--- src/rtl/ex_pkg.sv ---
// ex_pkg
//  Shared constants and types for the EX stage with iterative mul/div:
//  datapath width, ALUOp encodings, R-type function codes and the
//  mul/div sequencer state type.
package ex_pkg;

   localparam int EX_XLEN      = 32;
   localparam int EX_MD_CYCLES = 32;

   // ALUOp from the ID/EX control field EX_in[2:1]
   localparam logic [1:0] ALUOP_ADD   = 2'b00;
   localparam logic [1:0] ALUOP_SUB   = 2'b01;
   localparam logic [1:0] ALUOP_RTYPE = 2'b10;
   localparam logic [1:0] ALUOP_OR    = 2'b11;

   // R-type function codes
   localparam logic [5:0] F_SLL   = 6'h00;
   localparam logic [5:0] F_SRL   = 6'h02;
   localparam logic [5:0] F_MFHI  = 6'h10;
   localparam logic [5:0] F_MFLO  = 6'h12;
   localparam logic [5:0] F_MULTU = 6'h19;
   localparam logic [5:0] F_DIVU  = 6'h1B;
   localparam logic [5:0] F_ADD   = 6'h20;
   localparam logic [5:0] F_SUB   = 6'h22;
   localparam logic [5:0] F_AND   = 6'h24;
   localparam logic [5:0] F_OR    = 6'h25;
   localparam logic [5:0] F_SLT   = 6'h2A;

   typedef enum logic [1:0] {
      IDLE = 2'b00,
      RUN  = 2'b01,
      DONE = 2'b10
   } md_state_t;

endpackage

--- src/rtl/muldiv_unit.sv ---
// muldiv_unit
//  Iterative unsigned multiplier (shift-add) and, when EX_MULDIV_DIV_EN is
//  defined, restoring divider. One step per clock for MD_CYCLES cycles;
//  HI/LO are written on the final step.
//  Config macro: EX_MULDIV_DIV_EN (divider present when defined).
// Ports
//  clk     in   rising-edge clock
//  rst     in   synchronous active-high reset (aborts any operation)
//  start   in   a multu/divu is presented; sampled only in IDLE
//  is_div  in   1 = divu, 0 = multu (ignored without the divider)
//  a, b    in   operands, captured on the start edge
//  busy    out  operation in progress (RUN)
//  done    out  result just written to HI/LO (DONE, one cycle)
//  hi, lo  out  architectural HI/LO registers
//
// state | meaning
// IDLE  | waiting; start captures operands and arms the down-counter
// RUN   | one iteration per cycle; terminal count writes HI/LO
// DONE  | result visible, issuing instruction leaves ID/EX; no re-issue
module muldiv_unit
   import ex_pkg::*;
#(
   parameter int XLEN      = EX_XLEN,
   parameter int MD_CYCLES = EX_MD_CYCLES
) (
   input  logic            clk,
   input  logic            rst,
   input  logic            start,
   input  logic            is_div,
   input  logic [XLEN-1:0] a,
   input  logic [XLEN-1:0] b,
   output logic            busy,
   output logic            done,
   output logic [XLEN-1:0] hi,
   output logic [XLEN-1:0] lo
);

   localparam int CW = $clog2(MD_CYCLES);
   localparam logic [CW-1:0] CNT_LOAD = CW'(MD_CYCLES - 1);

   md_state_t       state, state_nxt;
   logic [CW-1:0]   count;
   logic [XLEN-1:0] acc_hi, acc_lo, opnd;
   logic [XLEN-1:0] step_hi, step_lo;
   logic [XLEN:0]   mul_sum;

`ifdef EX_MULDIV_DIV_EN
   logic          op_div;
   logic [XLEN:0] div_sh, div_diff;
   logic          div_ge;
`else
   logic          unused_is_div;
   assign unused_is_div = is_div;
`endif

   always_ff @(posedge clk) begin
      if (rst) begin
         state  <= IDLE;
         count  <= '0;
         acc_hi <= '0;
         acc_lo <= '0;
         opnd   <= '0;
         hi     <= '0;
         lo     <= '0;
`ifdef EX_MULDIV_DIV_EN
         op_div <= 1'b0;
`endif
      end else begin
         state <= state_nxt;
         case (state)
            IDLE: begin
               if (start) begin
                  // Same register layout for both ops: acc_lo holds the
                  // multiplier / dividend, acc_hi the partial product / remainder.
                  acc_hi <= '0;
                  acc_lo <= a;
                  opnd   <= b;
                  count  <= CNT_LOAD;
`ifdef EX_MULDIV_DIV_EN
                  op_div <= is_div;
`endif
               end
            end
            RUN: begin
               acc_hi <= step_hi;
               acc_lo <= step_lo;
               count  <= count - 1'b1;
               if (count == '0) begin
                  hi <= step_hi;
                  lo <= step_lo;
               end
            end
            default: ;
         endcase
      end
   end

   always_comb begin
      // Shift-add: add multiplicand when the low multiplier bit is set,
      // then shift the 65-bit {carry, acc_hi, acc_lo} right by one.
      mul_sum = {1'b0, acc_hi} + (acc_lo[0] ? {1'b0, opnd} : '0);
      step_hi = mul_sum[XLEN:1];
      step_lo = {mul_sum[0], acc_lo[XLEN-1:1]};
`ifdef EX_MULDIV_DIV_EN
      // Restoring step. A zero divisor always "fits", so the quotient
      // fills with ones and the remainder ends up equal to the dividend.
      div_sh   = {acc_hi, acc_lo[XLEN-1]};
      div_diff = div_sh - {1'b0, opnd};
      div_ge   = (div_sh >= {1'b0, opnd});
      if (op_div) begin
         step_hi = div_ge ? div_diff[XLEN-1:0] : div_sh[XLEN-1:0];
         step_lo = {acc_lo[XLEN-2:0], div_ge};
      end
`endif
   end

   always_comb begin
      state_nxt = state;
      busy      = 1'b0;
      done      = 1'b0;
      case (state)
         IDLE: if (start) state_nxt = RUN;
         RUN: begin
            busy = 1'b1;
            if (count == '0) state_nxt = DONE;
         end
         DONE: begin
            done      = 1'b1;
            state_nxt = IDLE;
         end
         default: state_nxt = IDLE;
      endcase
   end

endmodule

--- src/rtl/ex_muldiv_stage.sv ---
// ex_muldiv_stage
//  Execute stage between ID/EX and EX/MEM: single-cycle ALU plus an
//  iterative multu/divu unit writing HI/LO. While the unit runs, stall
//  holds PC, IF/ID and ID/EX, and a bubble is sent to EX/MEM.
//  Config macro: EX_MULDIV_DIV_EN (divu supported when defined; otherwise
//  funct 1B behaves as an unknown function code).
// Ports
//  clk, rst            clock, synchronous active-high reset
//  WB_in, MEM_in       pipeline controls, gated to 0 while stalled / in DONE
//  EX_in               [3]RegDst [2:1]ALUOp [0]ALUSrc
//  shamt_in, funct_in  shift amount, R-type function code
//  RD1_in, RD2_in      operands A and B (B also store data)
//  immed_in            sign-extended immediate
//  rt_in, rd_in        destination candidates
//  WB_out, MEM_out     controls to EX/MEM
//  alu_out, zero_out   result and result==0
//  wdata_out           store data
//  wreg_out            destination register index
//  stall               1 = hold upstream
module ex_muldiv_stage
   import ex_pkg::*;
#(
   parameter int XLEN      = EX_XLEN,
   parameter int MD_CYCLES = EX_MD_CYCLES
) (
   input  logic            clk,
   input  logic            rst,
   input  logic [1:0]      WB_in,
   input  logic [1:0]      MEM_in,
   input  logic [3:0]      EX_in,
   input  logic [4:0]      shamt_in,
   input  logic [5:0]      funct_in,
   input  logic [XLEN-1:0] RD1_in,
   input  logic [XLEN-1:0] RD2_in,
   input  logic [XLEN-1:0] immed_in,
   input  logic [4:0]      rt_in,
   input  logic [4:0]      rd_in,
   output logic [1:0]      WB_out,
   output logic [1:0]      MEM_out,
   output logic [XLEN-1:0] alu_out,
   output logic [XLEN-1:0] wdata_out,
   output logic [4:0]      wreg_out,
   output logic            zero_out,
   output logic            stall
);

   logic [1:0]      alu_op;
   logic [XLEN-1:0] op_b, alu_res, hi, lo;
   logic            is_md, is_div, md_busy, md_done, md_idle, bubble;

   assign alu_op = EX_in[2:1];
   assign op_b   = EX_in[0] ? immed_in : RD2_in;
   assign is_div = (funct_in == F_DIVU);

`ifdef EX_MULDIV_DIV_EN
   assign is_md = (alu_op == ALUOP_RTYPE) && ((funct_in == F_MULTU) || is_div);
`else
   assign is_md = (alu_op == ALUOP_RTYPE) && (funct_in == F_MULTU);
`endif

   muldiv_unit #(
      .XLEN      (XLEN),
      .MD_CYCLES (MD_CYCLES)
   ) u_muldiv (
      .clk    (clk),
      .rst    (rst),
      .start  (is_md),
      .is_div (is_div),
      .a      (RD1_in),
      .b      (RD2_in),
      .busy   (md_busy),
      .done   (md_done),
      .hi     (hi),
      .lo     (lo)
   );

   // Stall covers the issue cycle (combinational) plus every RUN cycle.
   // DONE drops the stall but still bubbles: multu/divu never write a GPR.
   assign md_idle = ~md_busy & ~md_done;
   assign stall   = md_busy | (md_idle & is_md);
   assign bubble  = stall | md_done;

   always_comb begin
      alu_res = '0;
      case (alu_op)
         ALUOP_ADD: alu_res = RD1_in + op_b;
         ALUOP_SUB: alu_res = RD1_in - op_b;
         ALUOP_OR:  alu_res = RD1_in | op_b;
         default: begin
            case (funct_in)
               F_ADD:  alu_res = RD1_in + op_b;
               F_SUB:  alu_res = RD1_in - op_b;
               F_AND:  alu_res = RD1_in & op_b;
               F_OR:   alu_res = RD1_in | op_b;
               F_SLT:  alu_res = {{(XLEN-1){1'b0}}, ($signed(RD1_in) < $signed(op_b))};
               F_SLL:  alu_res = op_b << shamt_in;
               F_SRL:  alu_res = op_b >> shamt_in;
               F_MFHI: alu_res = hi;
               F_MFLO: alu_res = lo;
               default: alu_res = '0;
            endcase
         end
      endcase
   end

   assign alu_out   = alu_res;
   assign zero_out  = (alu_res == '0);
   assign wdata_out = RD2_in;
   assign wreg_out  = EX_in[3] ? rd_in : rt_in;
   assign WB_out    = bubble ? 2'b00 : WB_in;
   assign MEM_out   = bubble ? 2'b00 : MEM_in;

endmodule

--- config.mk ---
export PLATFORM = sky130hd
export DESIGN_NAME = ex_muldiv_stage
export DESIGN_NICKNAME = d
export VERILOG_FILES = /design/src/rtl/ex_pkg.sv /design/src/rtl/muldiv_unit.sv /design/src/rtl/ex_muldiv_stage.sv
export SDC_FILE = /design/constraint.sdc
export NUM_CORES = 1
export LEC_CHECK = 0
export ABC_CLOCK_PERIOD_IN_PS = 13350
export BUFFER_PORTS_ARGS = -buffer_cell sky130_fd_sc_hd__buf_2
export CAP_MARGIN = 15
export CORE_ASPECT_RATIO = 0.8
export CORE_MARGIN = 3
export CORE_UTILIZATION = 28
export CTS_BUF_LIST = sky130_fd_sc_hd__clkbuf_16
export CTS_CLUSTER_DIAMETER = 100
export CTS_CLUSTER_SIZE = 14
export DETAILED_ROUTE_END_ITERATION = 10
export HOLD_SLACK_MARGIN = 0.06
export PLACE_DENSITY = 0.41
export SLEW_MARGIN = 10
export SYNTH_ARGS = -nofsm -noshare
export SYNTH_HDL_FRONTEND = slang
export SYNTH_HIERARCHICAL = 1
export SYNTH_SLANG_ARGS = --single-unit
--- constraint.sdc ---
create_clock -name clk -period 13.35 [get_ports clk]
set_input_delay 0.6675 -clock clk [delete_from_list [all_inputs] [get_ports clk]]
set_output_delay 0.6675 -clock clk [all_outputs]
set_load 0.01 [all_outputs]
-- Word-level counts from Yosys, hierarchy flattened
Index checks and enable logic that the tools add are counted.
- memory bits (read-only): 0
- flip-flop bits (word level): 167
- memories kept: 0
- latch bits: 0
- bits of input ports: 127
- memory bits (writable): 0
- add/sub/neg operators: 4
- eq/ne operators: 16
- shift operators: 2
- multipliers: 0
- bitwise logic cells: 8
- divide/modulo/power cells: 0
- mux-type cells: 18
- reduce and logical (&&, ||, !) cells: 11
- magnitude comparators: 1
- operators by type and width (cell ; count):
    case mux 32 bit (9 select lines) ; 1
    two-way mux 32 bit ; 4
    case mux 32 bit (2 select lines) ; 2
    case mux 32 bit (3 select lines) ; 1
    adder 32 x 33 -> 33 bit ; 1
    adder 32 bit ; 1
    AND 32 bit ; 1
    logical NOT 32 bit ; 1
    < comparator 32 bit ; 1
    bitwise OR 32 bit ; 1
    << shifter 32 x 5 -> 32 bit ; 1
    >> shifter 32 x 5 -> 32 bit ; 1
    subtractor 32 bit ; 1
    == test 6 bit, second input constant ; 5
    == test 6 x 5 -> 1 bit, second input constant ; 3
    two-way mux 5 bit ; 2
    case mux 5 bit (2 select lines) ; 1
    two-way mux 2 bit ; 4
    AND reduction 2 bit ; 4
    == test 2 bit, second input constant ; 3
    == test 6 x 2 -> 1 bit, second input constant ; 1
    logical NOT 6 bit ; 1
    logical NOT 5 bit ; 1
    subtractor 5 x 1 -> 5 bit, second input constant ; 1
    11 further kinds ; 17

-- Depth between registers and ports, before layout
Gate-level depths: netlist of run 1.
- depth after elaboration: 8
- gate-level depth with buffers: 21

-- Hierarchy
The synthesis of run 1 kept the hierarchy.
- by module, submodules not included (module ; cells each ; area each (sq um) ; times used):
    ex_muldiv_stage ; 1905 ; 13962.1 ; 1
    muldiv_unit ; 1002 ; 7895.1 ; 1

-- Worst setup path after synthesis of run 1
OpenSTA, ideal clock, no wires.
- path type: input port to output port
- start: input EX_in[0]
- end: output zero_out
- slack: 6.000 ns
- arrival: 6.683 ns
- stages on the path: 21
- path buffers: 8
- path through: buf_2 -> buf_2 -> buf_2 -> buf_2 -> buf_1 -> buf_1 -> clkbuf_1 -> mux2i_1 -> ha_1 -> clkbuf_1 -> nand4_1 -> or3_1 -> o22ai_1 -> o21ai_0 -> xnor2_1 -> a211oi_1 -> nor2_1 -> or4b_2 -> or4_1 -> or4b_1 -> nor3b_2
- longest elaborated chain between the ends: 5
- elaborated cells on any way between the ends: 11
- those cells by class: 2 x add/sub; 1 x order compare; 2 x shift; 3 x mux; 2 x bitwise; 1 x reduce/logical
- ends and longest elaborated chain (element ; line ; RTL):
    from (decl) ; ex_muldiv_stage.sv:30 ; input logic [3:0] EX_in,
    two-way mux 32 bit (*) ; ex_muldiv_stage.sv:52 ; assign op_b = EX_in[0] ? immed_in : RD2_in;
    subtractor 32 bit (tied with other cells) ; ex_muldiv_stage.sv:87, ex_muldiv_stage.sv:92 ;
    case mux 32 bit (9 select lines) ; ex_muldiv_stage.sv:90 ; case (funct_in)
    case mux 32 bit (3 select lines) (*) ; ex_muldiv_stage.sv:85 ; case (alu_op)
    logical NOT 32 bit (*) ; ex_muldiv_stage.sv:107 ; assign zero_out = (alu_res == '0);
    to (decl) ; ex_muldiv_stage.sv:43 ; output logic zero_out,
Mark *: on every way between the ends. The rest lies on a longest branch, timed or not.

-- Worst setup path after layout of run 1
Ends and elaborated chain as after synthesis.

==> flow_metrics.py, run 1 <==
metrics = {
    "place": {
        "port-buffer-count": 201,
        "hpwl_um": 105000,
        "globalplace.congestion": 1.09,
        "place_inst": 3911,
    },
    "worst_setup_path": {
        "critPathMaxFanout": 35,
        "path_class": "input port to output port",
        "crit_required_ns": 12.68,
        "start_kind": "input port",
        "endpoint_kind": "output port",
        "crit_arrival_ns": 7.02,
        "r2r_slack_ns": 9.48,
        "startpoint": "EX_in[0]",
        "regToRegStartpoint": "u_muldiv/acc_lo[0]$_SDFFE_PP0P_",
    },
    "cts": {
        "holdBufCountCts": 0,
        "root_buffer": "clkbuf_16",
        "h-tree-depth": 4,
        "cts_made_buffers": 17,
        "cts_tree": "built",
        "cts_resized": 0,
        "cts_num_sinks": 167,
        "clk_path_buf_depth": 2,
        "worstSkewPairLatency_ns": 0.44,
        "path_clk_slew_ns": 0.07,
        "postCtsSetupRepairBufs": 0,
    },
    "sta": {
        "hold_violations": 0,
        "fin_skew_ns": 0.0132,
        "tns_ns": 0,
        "setup_viol": 0,
        "tightest_slew_ns": 1.31,
        "drv_slew": 0,
        "fmax_mhz": 130,
        "min_period_ns": 7.69,
        "relSlewSlack_pct": 10.4,
        "rsz0062_at_grt": "no",
        "period_share_pct": 57.6,
    },
    "cells_and_area": {
        "layout_common_cells": "nand2_1, a21oi_1, nor2_1",
        "nets": 3178,
        "final_common_cell": "nand2_1",
        "fillers": 8293,
        "layoutNonFillerInstCount": 3945,
        "layout-drive-gt1-share_pct": 16.4,
        "area_delta_synth_final_pct": 9.64,
    },
    "die": {
        "io_pins": 202,
        "initial_utilization_pct": 28.6,
        "rows": 90,
        "coreArea_mm2": 0.0763,
        "dieHeight_um": 256,
        "die_x_um": 318,
        "die_area_mm2": 0.0815,
    },
    "hold_path": {
        "hp-class": "register to register",
        "hp-start": "u_muldiv/opnd[8]$_SDFFE_PP0P_",
    },
    "routing": {
        "drc": 0,
        "ant_nets": 0,
        "wl_per_cell_um": 33.7,
        "dr.pass1.iters": 7,
        "vias": 25200,
        "drt_wl_total_um": 133000,
        "drt_first_iter_violations": 3357,
        "via_per_inst": 6.40,
    },
    "global_routing": {
        "grt_pass1_wl_um": 185000,
        "antenna_found_initial": 7,
        "grt.overflow.total": 0,
        "grt_max_degree": 84,
        "grt_pass1_vias": 23600,
        "grt_usage_pct": 31.2,
    },
    "power_and_ir_drop": {
        "leakagePower_nw": 9.14,
        "vdd_drop_max_v": 0.0000749,
        "power.density_mw_per_mm2": 77.5,
    },
    "run": {
        "maxCapViolCount": 0,
    },
    "status": {
        "status": "complete, no violations",
    },
    "yosys": {
        "ys_warn_count": 6,
        "synth_nets": 3166,
        "avgSynthCellArea_um2": 7.52,
        "syn_inst": 2906,
        "synth_area_mm2": 0.0219,
    },
}
-- area by class of cell --
class	count	area [um2]	share of cell area (%)
Multi-Input combinational cell	2348	16800	70.2
Clock buffer	17	425	1.78
Inverter	126	473	1.97
Tap cell	1012	1270	5.28
Timing Repair Buffer	258	1440	6.03
Clock inverter	15	179	0.747
Sequential cell	167	3340	14.0
Antenna cell	2	5.00	0.0209
-- worst max-delay path, stage by stage --
cell,delay [ns]
buf_4,0.51
mux2i_1,0.43
inv_1,0.28
ha_1,0.29
fa_1,0.46
nor2_1,0.16
o311ai_1,0.11
buf_4,0.17
a21oi_1,0.41
o31ai_1,0.31
o21ai_1,0.60
xnor2_1,0.13
a221oi_1,0.37
or4b_2,0.63
or4_1,0.46
or4b_1,0.62
nor3b_2,0.21
buf_2,0.15
-- power by group --
part | internal [mW] | switching (mW) | leakage [nW]
Sequential | 0.498 | 0.000411 | 1.34
Combinational | 0.267 | 0.577 | 7.50
Clock | 0.270 | 0.244 | 0.294
Total | 1.03 | 0.821 | 9.14
-- state kept, by name, indices dropped and copies added, names as in the netlist --
register / cells
u_muldiv/opnd: 32
u_muldiv/hi: 32
u_muldiv/lo: 32
u_muldiv/state: 2
u_muldiv/count: 5
u_muldiv/acc_hi: 32
u_muldiv/acc_lo: 32
-- path summary, 6_finish.rpt --
| check | depth (start not counted) | end |
|---|---|---|
| hold / removal | 2 | u_muldiv/opnd[8]$_SDFFE_PP0P_ |
| hold reg to reg | 2 | u_muldiv/opnd[8]$_SDFFE_PP0P_ |
| setup / recovery | 18 | zero_out |
| setup reg to reg | 11 | u_muldiv/hi[28]$_SDFFE_PP0P_ |
-- routing by layer --
| layer | routed length [um] | global-route usage [%] | vias to the layer above |
|---|---|---|---|
| met5 | 100 | 0.643 | - |
| met4 | 4550 | 8.57 | 6 |
| met1 | 59800 | 44.3 | 12600 |
| met3 | 14200 | 9.23 | 205 |
| met2 | 54500 | 45.3 | 1511 |
| li1 | - | - | 10900 |
-- stage by stage --
stage,cell area [um2],power (mW),setup slack (ns),util (%),hold WS (ns)
global placement,23300,1.33,5.79,30.6,0.443
floorplan,21900,0.990,6.00,-,0.432
finish,24000,1.86,5.66,31.4,0.453
CTS,24000,1.84,5.76,31.4,0.454
global route,24000,1.92,5.52,31.4,0.464
detailed placement,23300,1.32,5.78,30.6,0.445
Power figures use the tool's default switching activity.
==> run 2, diff against run 1 <==
Settings changed: ABC_AREA set to 1, ABC_CLOCK_PERIOD_IN_PS 13350 to 6750, PLACE_DENSITY 0.41 to 0.42.
Clock period 13.35 ns to 6.75 ns, I/O delays scaled along.
==> run 2 against run 1 <==
  * Register-to-register slack got worse by 6.0 ns
  * Clock skew increased by 0.0016 ns
  * Sequential cell count unchanged
  * Sequential share of layout area grew 0.67 points
  * Final cell count is 23% higher
  * Routed wire length is 14% lower
  * Worst setup slack lost 4.4 ns
  * Sequential power is 98% higher
  * Highest routed layer unchanged
==> flow_metrics.py, run 2 <==
metrics = {
    "routing": {
        "via_per_inst": 5.27,
        "wl_per_cell_um": 23.6,
        "drc": 0,
        "ant_nets": 0,
        "dr.pass1.iters": 7,
        "drt_first_iter_violations": 3321,
        "vias": 25600,
        "drt_wl_total_um": 115000,
    },
    "place": {
        "port-buffer-count": 201,
        "hpwl_um": 93500,
        "globalplace.congestion": 1.03,
    },
    "worst_setup_path": {
        "cp_cell_sequence": "buf_2, buf_4, nand2_1, o21ai_1, inv_1, ha_1, nand2_1, nor2_1, nand3_1, nand2_1, nand2_1, nand2_1, nand2_1, nand3_1, nand3_1, nand2_1, nand2_1, nor2_1, nand2_1, nor2_1, nand2_1, nor2_1, buf_2",
        "rr_worst_depth": 14,
        "start_kind": "input port",
        "endpoint_kind": "output port",
        "slowest_delay_ns": 0.54,
        "crit_top_cell": "nand2_1",
        "critPathMaxFanout": 30,
        "critPathBufInv": 4,
        "cp_slowest_cell": "ha_1",
        "cp_num_cells": 23,
        "path_class": "input port to output port",
        "crit_required_ns": 6.41,
        "crit_family": "simple AND/OR/NAND/NOR gates",
        "crit_arrival_ns": 5.13,
    },
    "cts": {
        "cts_made_buffers": 17,
        "h-tree-depth": 4,
        "postCtsSetupRepairBufs": 0,
        "worstSkewPairLatency_ns": 0.45,
        "holdBufCountCts": 0,
        "cts_resized": 0,
        "cts_num_sinks": 167,
        "root_buffer": "clkbuf_16",
        "cts_tree": "built",
        "path_clk_slew_ns": 0.06,
        "clk_path_buf_depth": 2,
    },
    "cells_and_area": {
        "seq_area_mm2": 0.00334,
        "layout_common_cells": "nand2_1, nand3_1, inv_1",
        "fillers": 8581,
        "layout-drive-gt1-share_pct": 8.78,
        "final_common_cell": "nand2_1",
        "multi_input_area_mm2": 0.0142,
        "area_delta_synth_final_pct": 10.4,
        "nets": 4152,
        "fin_util_pct": 31.5,
    },
    "global_routing": {
        "grt_pass1_wl_um": 162000,
        "grt_max_degree": 81,
        "grt.overflow.total": 0,
        "antenna_found_initial": 13,
        "grt_usage_pct": 28.5,
        "grt_pass1_vias": 22400,
    },
    "power_and_ir_drop": {
        "power.share.clock_pct": 32.4,
        "combPwrFrac_pct": 39.1,
        "power_switching_mw": 1.45,
        "swShare_pct": 41.9,
        "power.share.sequential_pct": 28.6,
        "leakagePower_nw": 12.2,
        "vdd_drop_max_v": 0.000172,
        "power.density_mw_per_mm2": 151,
        "p_int_mw": 2.01,
    },
    "sta": {
        "fin_skew_ns": 0.0148,
        "relSlewSlack_pct": 26.6,
        "drv_slew": 0,
        "hold_violations": 0,
        "tns_ns": 0,
        "min_period_ns": 5.46,
        "hold_ws_ns": 0.187,
        "tightest_slew_ns": 1.10,
        "fmax_mhz": 183,
        "period_share_pct": 81.0,
        "rsz0062_at_grt": "no",
        "setup_viol": 0,
    },
    "die": {
        "initial_utilization_pct": 28.5,
        "io_pins": 202,
        "coreArea_mm2": 0.0727,
        "rows": 88,
        "die_area_mm2": 0.0773,
        "die_x_um": 310,
        "dieHeight_um": 249,
    },
    "yosys": {
        "synth_nets": 4090,
        "ys_warn_count": 6,
        "syn_inst": 3830,
        "avgSynthCellArea_um2": 5.41,
        "synth_area_mm2": 0.0207,
    },
    "run": {
        "maxCapViolCount": 0,
    },
    "hold_path": {
        "hp-class": "input port to register",
        "whs_path_depth": 3,
    },
    "status": {
        "status": "complete, no violations",
    },
}
## run 2: changes by cell type in the layout (fill, tap and decap cells not counted), sizes merged, moves of 83 or more
| cell | before | now |
|---|---|---|
| a21oi | 295 | 117 |
| inv | 130 | 578 |
| mux2i | 121 | 0 |
| mux4 | 83 | 0 |
| nand2 | 381 | 1211 |
| nand3 | 68 | 584 |
| nor2 | 220 | 418 |
## run 2: worst paths after layout
path | start | to | slack, ns
setup / recovery | EX_in[0] | zero_out | 1.29
hold / removal | RD2_in[11] | u_muldiv/opnd[11]$_SDFFE_PP0P_ | 0.19
setup reg to reg | u_muldiv/acc_lo[0]$_SDFFE_PP0P_ | u_muldiv/hi[24]$_SDFFE_PP0P_ | 3.53
hold reg to reg | u_muldiv/acc_lo[19]$_SDFFE_PP0P_ | u_muldiv/lo[18]$_SDFFE_PP0P_ | 0.46
## run 2: layer usage
metal  GRT usage (%)  vias up  part of all wire [%]
li1                -    12300                     -
met1            44.7    11800                    49
met2            38.3     1309                    38
met3            7.45      108                    11
met4            5.08       14                   1.8
met5               0        -                 0.074
## run 2: worst reg2reg max path, stage by stage, from the launching register on
cell,delay [ns]
dfxtp_2,0.88
nand2_1,0.43
inv_1,0.18
ha_1,0.30
nand2_1,0.18
inv_1,0.06
nand2_1,0.06
nand2_1,0.07
nand3b_1,0.28
nand2_1,0.24
nand3_1,0.14
nand2_1,0.14
nand2_1,0.06
nand2_1,0.07
inv_1,0.03
## run 2: final cells by class
cell class / instances / area share [%]
Multi-Input combinational cell: 2891 / 62.2
Sequential cell: 167 / 14.6
Inverter: 575 / 9.44
Timing Repair Buffer: 240 / 5.68
Tap cell: 945 / 5.17
Clock buffer: 17 / 1.86
Clock inverter: 15 / 0.985
Antenna cell: 3 / 0.0328
## run 2: per-stage QoR
step	std cells	power, mW	instance area (um2)	setup WS [ns]
after floorplan	3830	1.81	20700	3.49
after global placement	4818	2.33	22200	1.44
after detailed placement	4818	2.31	22200	1.57
after CTS	4850	3.43	22900	1.56
after global routing	4850	3.62	22900	1.13
final	4853	3.46	22900	1.29
## run 2: power groups by stage
stage,sequential (mW),clock (mW),combinational (mW)
after floorplan,1.01,0,0.797
after global placement,1.01,0,1.32
after detailed placement,1.01,0,1.30
after CTS,0.987,1.14,1.31
after global routing,0.987,1.18,1.45
final,0.987,1.12,1.35
